<file path="config.mk">
export PLATFORM = sky130hd
export DESIGN_NAME = sr_latch_monitor
export DESIGN_NICKNAME = d
export VERILOG_FILES = /design/src/rtl/sr_latch_monitor.sv
export SDC_FILE = /design/constraint.sdc
export NUM_CORES = 1
export LEC_CHECK = 0
export ABC_CLOCK_PERIOD_IN_PS = 2300
export CAP_MARGIN = 5
export CORE_MARGIN = 4
export CORE_UTILIZATION = 50
export CTS_CLUSTER_SIZE = 40
export DETAILED_ROUTE_END_ITERATION = 10
export PLACE_DENSITY = 0.78
export RECOVER_POWER = 50
export SLEW_MARGIN = 0
export SYNTH_ARGS = -nofsm -noshare
export SYNTH_HDL_FRONTEND = slang
export SYNTH_SLANG_ARGS = --single-unit
</file>
<file path="constraint.sdc">
create_clock -name clk -period 2.3 [get_ports clk]
set_input_delay 0.23 -clock clk [delete_from_list [all_inputs] [get_ports clk]]
set_output_delay 0.23 -clock clk [all_outputs]
set_load 0.03 [all_outputs]
</file>
<file path="src/rtl/sr_latch_monitor.sv">
// rtl/sr_latch_monitor.sv - clocked observer of asynchronous SR latch outputs
module sr_latch_monitor #(
  parameter int SYNC_STAGES    = 2,
  parameter int INVALID_CYCLES = 4,
  parameter int CNT_W          = 8
) (
  input  logic             clk,
  input  logic             rst_n,
  input  logic             q,
  input  logic             qbar,
  input  logic             clr,
  output logic             q_sync,
  output logic [1:0]       state,
  output logic             set_pulse,
  output logic             reset_pulse,
  output logic [CNT_W-1:0] set_count,
  output logic [CNT_W-1:0] reset_count,
  output logic             invalid,
  output logic             invalid_sticky,
  output logic             evt_valid,
  output logic             evt_type,
  input  logic             evt_ready,
  output logic             evt_overflow
);

  localparam int AMB_W = $clog2(INVALID_CYCLES + 1);
  localparam logic [AMB_W-1:0] AMB_MAX = AMB_W'(INVALID_CYCLES);

  typedef enum logic [1:0] {
    ST_UNK     = 2'b00,
    ST_RESET   = 2'b01,
    ST_SET     = 2'b10,
    ST_INVALID = 2'b11
  } state_t;

  logic [SYNC_STAGES-1:0] q_sync_q, q_sync_d, qb_sync_q, qb_sync_d;
  state_t                 state_q, state_d;
  logic [AMB_W-1:0]       amb_cnt_q, amb_cnt_d;
  logic                   set_pulse_q, set_pulse_d;
  logic                   reset_pulse_q, reset_pulse_d;
  logic [CNT_W-1:0]       set_count_q, set_count_d;
  logic [CNT_W-1:0]       reset_count_q, reset_count_d;
  logic                   invalid_q, invalid_d;
  logic                   invalid_sticky_q, invalid_sticky_d;
  logic                   evt_valid_q, evt_valid_d;
  logic                   evt_type_q, evt_type_d;
  logic                   evt_overflow_q, evt_overflow_d;

  logic qs, qbs;
  logic set_evt, reset_evt, accept;

  assign qs  = q_sync_q[SYNC_STAGES-1];
  assign qbs = qb_sync_q[SYNC_STAGES-1];

  // Shift both latch outputs into the clock domain.
  always_comb begin
    q_sync_d  = {q_sync_q[SYNC_STAGES-2:0], q};
    qb_sync_d = {qb_sync_q[SYNC_STAGES-2:0], qbar};
  end

  // Track latch state; ambiguous pairs only take effect once they persist.
  always_comb begin
    state_d   = state_q;
    amb_cnt_d = amb_cnt_q;
    case ({qs, qbs})
      2'b10: begin
        state_d   = ST_SET;
        amb_cnt_d = '0;
      end
      2'b01: begin
        state_d   = ST_RESET;
        amb_cnt_d = '0;
      end
      default: begin
        if (amb_cnt_q != AMB_MAX) amb_cnt_d = amb_cnt_q + AMB_W'(1);
        if (amb_cnt_d == AMB_MAX) state_d = ST_INVALID;
      end
    endcase
    // Leaving UNK is silent: only moves from a known or invalid state count.
    set_evt   = (state_d == ST_SET) &&
                (state_q == ST_RESET || state_q == ST_INVALID);
    reset_evt = (state_d == ST_RESET) &&
                (state_q == ST_SET || state_q == ST_INVALID);
  end

  // Pulses, saturating counters and sticky invalid flag; clr overrides events.
  always_comb begin
    set_pulse_d      = set_evt;
    reset_pulse_d    = reset_evt;
    invalid_d        = (state_d == ST_INVALID);
    set_count_d      = set_count_q;
    reset_count_d    = reset_count_q;
    invalid_sticky_d = invalid_sticky_q;
    if (clr) begin
      set_count_d      = '0;
      reset_count_d    = '0;
      invalid_sticky_d = 1'b0;
    end else begin
      if (set_evt && set_count_q != '1) set_count_d = set_count_q + CNT_W'(1);
      if (reset_evt && reset_count_q != '1) reset_count_d = reset_count_q + CNT_W'(1);
      if (state_d == ST_INVALID && state_q != ST_INVALID) invalid_sticky_d = 1'b1;
    end
  end

  // One-entry event register: load when free or being drained, else drop.
  always_comb begin
    accept         = evt_valid_q && evt_ready;
    evt_valid_d    = evt_valid_q;
    evt_type_d     = evt_type_q;
    evt_overflow_d = evt_overflow_q;
    if (clr) begin
      evt_valid_d    = 1'b0;
      evt_overflow_d = 1'b0;
    end else if (set_evt || reset_evt) begin
      if (!evt_valid_q || accept) begin
        evt_valid_d = 1'b1;
        evt_type_d  = set_evt;
      end else begin
        evt_overflow_d = 1'b1;
      end
    end else if (accept) begin
      evt_valid_d = 1'b0;
    end
  end

  // State register for everything above.
  always_ff @(posedge clk or negedge rst_n) begin
    if (!rst_n) begin
      q_sync_q         <= '0;
      qb_sync_q        <= '0;
      state_q          <= ST_UNK;
      amb_cnt_q        <= '0;
      set_pulse_q      <= 1'b0;
      reset_pulse_q    <= 1'b0;
      set_count_q      <= '0;
      reset_count_q    <= '0;
      invalid_q        <= 1'b0;
      invalid_sticky_q <= 1'b0;
      evt_valid_q      <= 1'b0;
      evt_type_q       <= 1'b0;
      evt_overflow_q   <= 1'b0;
    end else begin
      q_sync_q         <= q_sync_d;
      qb_sync_q        <= qb_sync_d;
      state_q          <= state_d;
      amb_cnt_q        <= amb_cnt_d;
      set_pulse_q      <= set_pulse_d;
      reset_pulse_q    <= reset_pulse_d;
      set_count_q      <= set_count_d;
      reset_count_q    <= reset_count_d;
      invalid_q        <= invalid_d;
      invalid_sticky_q <= invalid_sticky_d;
      evt_valid_q      <= evt_valid_d;
      evt_type_q       <= evt_type_d;
      evt_overflow_q   <= evt_overflow_d;
    end
  end

  assign q_sync         = qs;
  assign state          = state_q;
  assign set_pulse      = set_pulse_q;
  assign reset_pulse    = reset_pulse_q;
  assign set_count      = set_count_q;
  assign reset_count    = reset_count_q;
  assign invalid        = invalid_q;
  assign invalid_sticky = invalid_sticky_q;
  assign evt_valid      = evt_valid_q;
  assign evt_type       = evt_type_q;
  assign evt_overflow   = evt_overflow_q;

endmodule

</file>
==> run metrics, run 1 <==
Synth Warn #=0; Sink Count=32; top cell type's share of synthesized area=51.36%; vias in the first global route=1208; Seq/Total Area, Yosys=51.36%; largest net degree at the start of global routing=33; RSZ-0062 raised after global routing=no; max_cap viols=1; clk root buf=clkbuf_4; Core Region=3028 um^2; Cells after DPL=216; CP required=2.56 ns; CP max FO=10; VDD IR-drop max=0.4240 mV; DR vias/cell=5.174; cts-stage hold buffer count=0; Reg2Reg Launch Point=q_sync_q[1]; drt pass-1 iters=4; final net count=191; Async SR Flop Fraction=100.0%; num rows=20; Tightest Pin Transition=1.616 ns; initial antenna violation count=0; r2r setup slk=0.22 ns; Leak=0.9124 nW; GRT overflow=0; fmax=480.0 MHz; htree depth=2; power per cell area=633.7 nW/um^2; Mean Syn Cell Area=10.83 um^2; area leader, netlist=dfrtp_1; Total GRT Usage=16.83%; num ports=32; # DRC=0; Core Util, Final=64.55%; critical path endpoint=reset_count[5]; final setup fails=0; outcome=finished, violations left; TritonCTS Buffers=5; n_diodes=0; Layout Area Growth over Synthesis=25.36%; ranking of synthesized cells by area=dfrtp_1, xor2_1, ha_1; Post-synth top cells=dfrtp_1, nor2_1, inv_1, xor2_1, a21oi_1; top-count cell post-synth=dfrtp_1; Syn Inst Count=144; design area=1954 um^2; clock latency on the worst-skew pair=0.34 ns; CP Class=reg -> reg; placed cell area=1902 um^2; GP Congestion=0.8388; WP data arrival=2.34 ns; Post-CTS Setup Inserts=0; drt initial violations=35; Hold Path Class=reg -> reg; Netlist Area Pre-Place=1559 um^2; DRT Wirelength=2966 um; Critical Path Source Type=flop; flops & latches, synth=32; IO buf count=31; Synthesized Nets=156; setup tns final=0 ns; share of layout cells above drive strength 1=9.444%; Final Hold Viols=0; DRT antenna net count=0; average wire per standard cell=13.24 um; Post-CTS Resized=0; Post-DP HPWL=2169 um; Min Hold Slack=0.3651 ns; fin. max-slew vios=33; ys flop type=dfrtp_1; Tmin final=2.083 ns; Clock Path Buffers=2; starting density of the core=51.49%; CP endpoint kind=flop; Synth cell types=37; clock skew=0.007669 ns; die extent in y=63.84 um; global-route wire length before repair=5354 um; failing checks=capacitance limit, slew limit; vias after detailed routing=1159; Reg-to-Reg End=reset_count[5]; Worst-path clk slew=0.10 ns; reg2reg path depth=6; Crit. Startpoint=q_sync_q[1]; Post-Layout Cell Count=224; die area=4076 um^2; EDFF count, synth=0; Die Wd=63.84 um; CTS tree=built; Max transition margin=-7.722%; part of the cycle the worst path needs=90.58%
==> cells in the final DEF (no fill, tap or decap), types with 5 or more instances in the layout <==
master	instances
nor2_1	17
xor2_1	10
inv_1	10
nand2_1	5
dlygate4sd3_1	7
ha_1	6
clkdlybuf4s50_1	24
a21oi_1	9
clkbuf_4	5
o21ai_0	6
dfrtp_1	32
==> registers in the layout (all words and copies together), names as in the netlist <==
| register | count |
|---|---|
| reset_pulse | 1 |
| state | 2 |
| amb_cnt_q | 3 |
| invalid_sticky | 1 |
| evt_valid | 1 |
| invalid | 1 |
| evt_type | 1 |
| evt_overflow | 1 |
| qb_sync_q | 2 |
| reset_count | 8 |
| set_pulse | 1 |
| q_sync_q | 2 |
| set_count | 8 |
==> report_power, final <==
part           switching [mW]  total (mW)  leakage (nW)  internal, mW
Combinational           0.161       0.280         0.450         0.119
Sequential             0.0334       0.643         0.427         0.609
Clock                   0.199       0.316        0.0349         0.117
==> how the worst min path moves through the flow <==
stage                            from           end  slack (ns)  cells after the start
after floorplan                 rst_n  amb_cnt_q[0]       -0.07                      0
after global placement    q_sync_q[0]   q_sync_q[1]        0.34                      0
after detailed placement  q_sync_q[0]   q_sync_q[1]        0.35                      0
after CTS                       rst_n  set_count[5]        0.27                      2
after global routing      q_sync_q[0]   q_sync_q[1]        0.38                      0
final                     q_sync_q[0]   q_sync_q[1]        0.37                      0
==> through the flow <==
stage               power [mW]  setup slack [ns]
finish                   1.239            0.2167
global route             1.308           0.05725
CTS                      1.260            0.2117
detailed placement      0.9426            0.2453
global placement        0.9338            0.3275
floorplan               0.8295            0.2909
==> layout make-up <==
class	instances	area, um^2
repair buffers	33	321.6
flip-flops and latches	32	800.8
inverters	10	37.54
multi-input cells	97	683.2
clock inverters	3	18.77
well taps	44	55.05
fillers	256	1074
clock buffers	5	37.54
==> layer usage <==
layer  GRT usage (%)  share of wire (%)  vias up
li1                -                  -      574
met1           19.54                 43      555
met2           26.97                 52       24
met3           6.503                4.4        6
met4           8.356                1.4        0
met5               0                  0        -
==> critical path, stage by stage (launching register included) <==
cell,delay [ns]
dfrtp_1,0.38
inv_1,0.05
ha_1,0.40
and4bb_1,0.53
o211ai_4,0.15
or3_1,0.34
a21oi_1,0.15
==> cells by family after synthesis <==
kind of cell / synth area share [%]
AND/OR/NAND/NOR: 16.77
AO/OA/AOI/OAI: 13.48
XOR/XNOR: 6.180
flip-flops: 51.36
multiplexers: 2.568
buffers and inverters: 4.816
adder cells (fa/ha/maj): 4.815
Power figures use the tool's default switching activity.
==> run 2, diff against run 1 <==
- CORE_MARGIN: 4 -> default
- SKIP_CTS_REPAIR_TIMING: default -> 1
==> run 2 against run 1 <==
Against the previous run: the run still ends with capacitance limit, slew limit left; sequential power about the same; clock skew up 0.0069 ns; largest cell class unchanged; clock-buffer cell count unchanged; via count up 0.69%; clock power down 11%; hold slack worse by 0.011 ns; sequential share of layout area up 0.75 points; global-route usage up 5.0 points.
==> run metrics, run 2 (same netlist as run 1, synthesis figures left out) <==
part of the cycle the worst path needs=90.57%; r2r setup slk=0.22 ns; Core Region=2853 um^2; clk root buf=clkbuf_4; Critical Path Source Type=flop; Endpoint, Worst Hold=qb_sync_q[1]; CP endpoint kind=flop; final net count=191; Post-Layout Cell Count=208; failing checks=capacitance limit, slew limit; Reg-to-Reg End=set_count[7]; fmax=480.0 MHz; Final Hold Viols=0; largest net degree at the start of global routing=33; RSZ-0062 raised after global routing=no; CP max-delay cell=and4bb_1; Post-DP HPWL=2170 um; global-route wire length before repair=5368 um; initial antenna violation count=0; Met1 Wirelength=1308 um; Sink Count=32; Tightest Pin Transition=1.672 ns; clock latency on the worst-skew pair=0.33 ns; starting density of the core=54.65%; reg2reg path depth=6; Leak=0.9005 nW; DRT antenna net count=0; Tmin final=2.083 ns; IO buf count=31; Cells after DPL=203; CP max FO=10; vias in the first global route=1181; TritonCTS Buffers=5; Worst-path clk slew=0.09 ns; die area=3345 um^2; Critical Path Max Stage Delay=0.56 ns; Layout Area Growth over Synthesis=23.11%; CTS tree=built; Total GRT Usage=21.88%; CP Class=reg -> reg; design area=1919 um^2; drt pass-1 iters=4; htree depth=2; Die Wd=57.84 um; VDD IR-drop max=0.3480 mV; # DRC=0; GRT overflow=0; final setup fails=0; power per cell area=632.1 nW/um^2; Hold Path Class=reg -> reg; fin. max-slew vios=33; max_cap viols=1; num rows=19; DR vias/cell=5.611; drt initial violations=21; clock skew=0.01454 ns; Reg2Reg Launch Point=q_sync_q[1]; num ports=32; setup tns final=0 ns; share of layout cells above drive strength 1=7.910%; Max transition margin=-11.46%; worst-path cell chain=inv_1 -> ha_1 -> and4bb_1 -> o211ai_2 -> o21a_1 -> o21ba_2; outcome=finished, violations left; routed wl met3=121 um; DRT Wirelength=3103 um; CP bufs+invs=1; most common cell after layout, fill and taps aside=dfrtp_1; placed cell area=1886 um^2; vias after detailed routing=1167; min-delay src=qb_sync_q[0]; Clock Path Buffers=2; average wire per standard cell=14.92 um; most frequent cells in the layout=dfrtp_1, clkdlybuf4s50_1, nor2_1, inv_1, xor2_1; die extent in y=57.84 um; met2 wire len=1588 um; Fillers=229; n_diodes=0; CP required=2.53 ns; Top delay family on crit path=compound AO/OA/AOI/OAI gates; GP Congestion=0.8627; WP data arrival=2.31 ns; worst hold path cell count=0; Max Used Layer=met4
## run 2: cell types whose count changed in the layout (fill, tap and decap cells not counted), sizes merged
cell and change:
clkinv -3
## run 2: layout make-up
cell class                 count  area, um^2  area share [%]
sequential                    32       800.8           41.72
multi-input combinational     97       683.2           35.59
clock buffer                   5       37.54           1.956
tap                           31       38.79           2.021
timing repair buffer          33       321.6           16.75
inverter                      10       37.54           1.956
## run 2: metrics by stage
step | hold WS, ns | util [%] | power, mW | setup slack [ns]
after global placement | 0.3327 | 66.10 | 0.9329 | 0.3301
final | 0.3546 | 67.28 | 1.213 | 0.2168
after CTS | 0.2888 | 67.41 | 1.222 | 0.2100
after global routing | 0.3614 | 67.28 | 1.272 | 0.08205
after detailed placement | 0.3365 | 66.10 | 0.9458 | 0.2478
after floorplan | -0.06559 | - | 0.8295 | 0.2909
## run 2: worst max-delay path by stage
stage                          end  slack, ns         from  cells past startpoint
floorplan             set_count[7]       0.29  q_sync_q[1]                      8
global placement    reset_count[7]       0.33  q_sync_q[1]                      6
detailed placement  reset_count[7]       0.25  q_sync_q[1]                      6
CTS                 reset_count[7]       0.21  q_sync_q[1]                      6
global route          set_count[4]       0.08        rst_n                      2
finish                set_count[7]       0.22  q_sync_q[1]                      6
## run 2: per-layer routing
layer  GRT usage [%]  up-vias
met5               0        -
met4           12.59        0
met3           5.357       10
met2           36.45       26
met1           25.78      561
li1                -      570
## run 2: where the power goes
group	switching (mW)	leakage (nW)	total, mW	internal, mW
combinational	0.168	0.450	0.288	0.120
clock	0.180	0.0230	0.282	0.102
sequential	0.0343	0.427	0.643	0.609
## run 2: worst reg2reg max path: stages (launching register included)
cell and delay [ns]:
dfrtp_1 0.37, inv_1 0.05, ha_1 0.42, and4bb_1 0.56, o211ai_2 0.18, o21a_1 0.21, o21ba_2 0.21
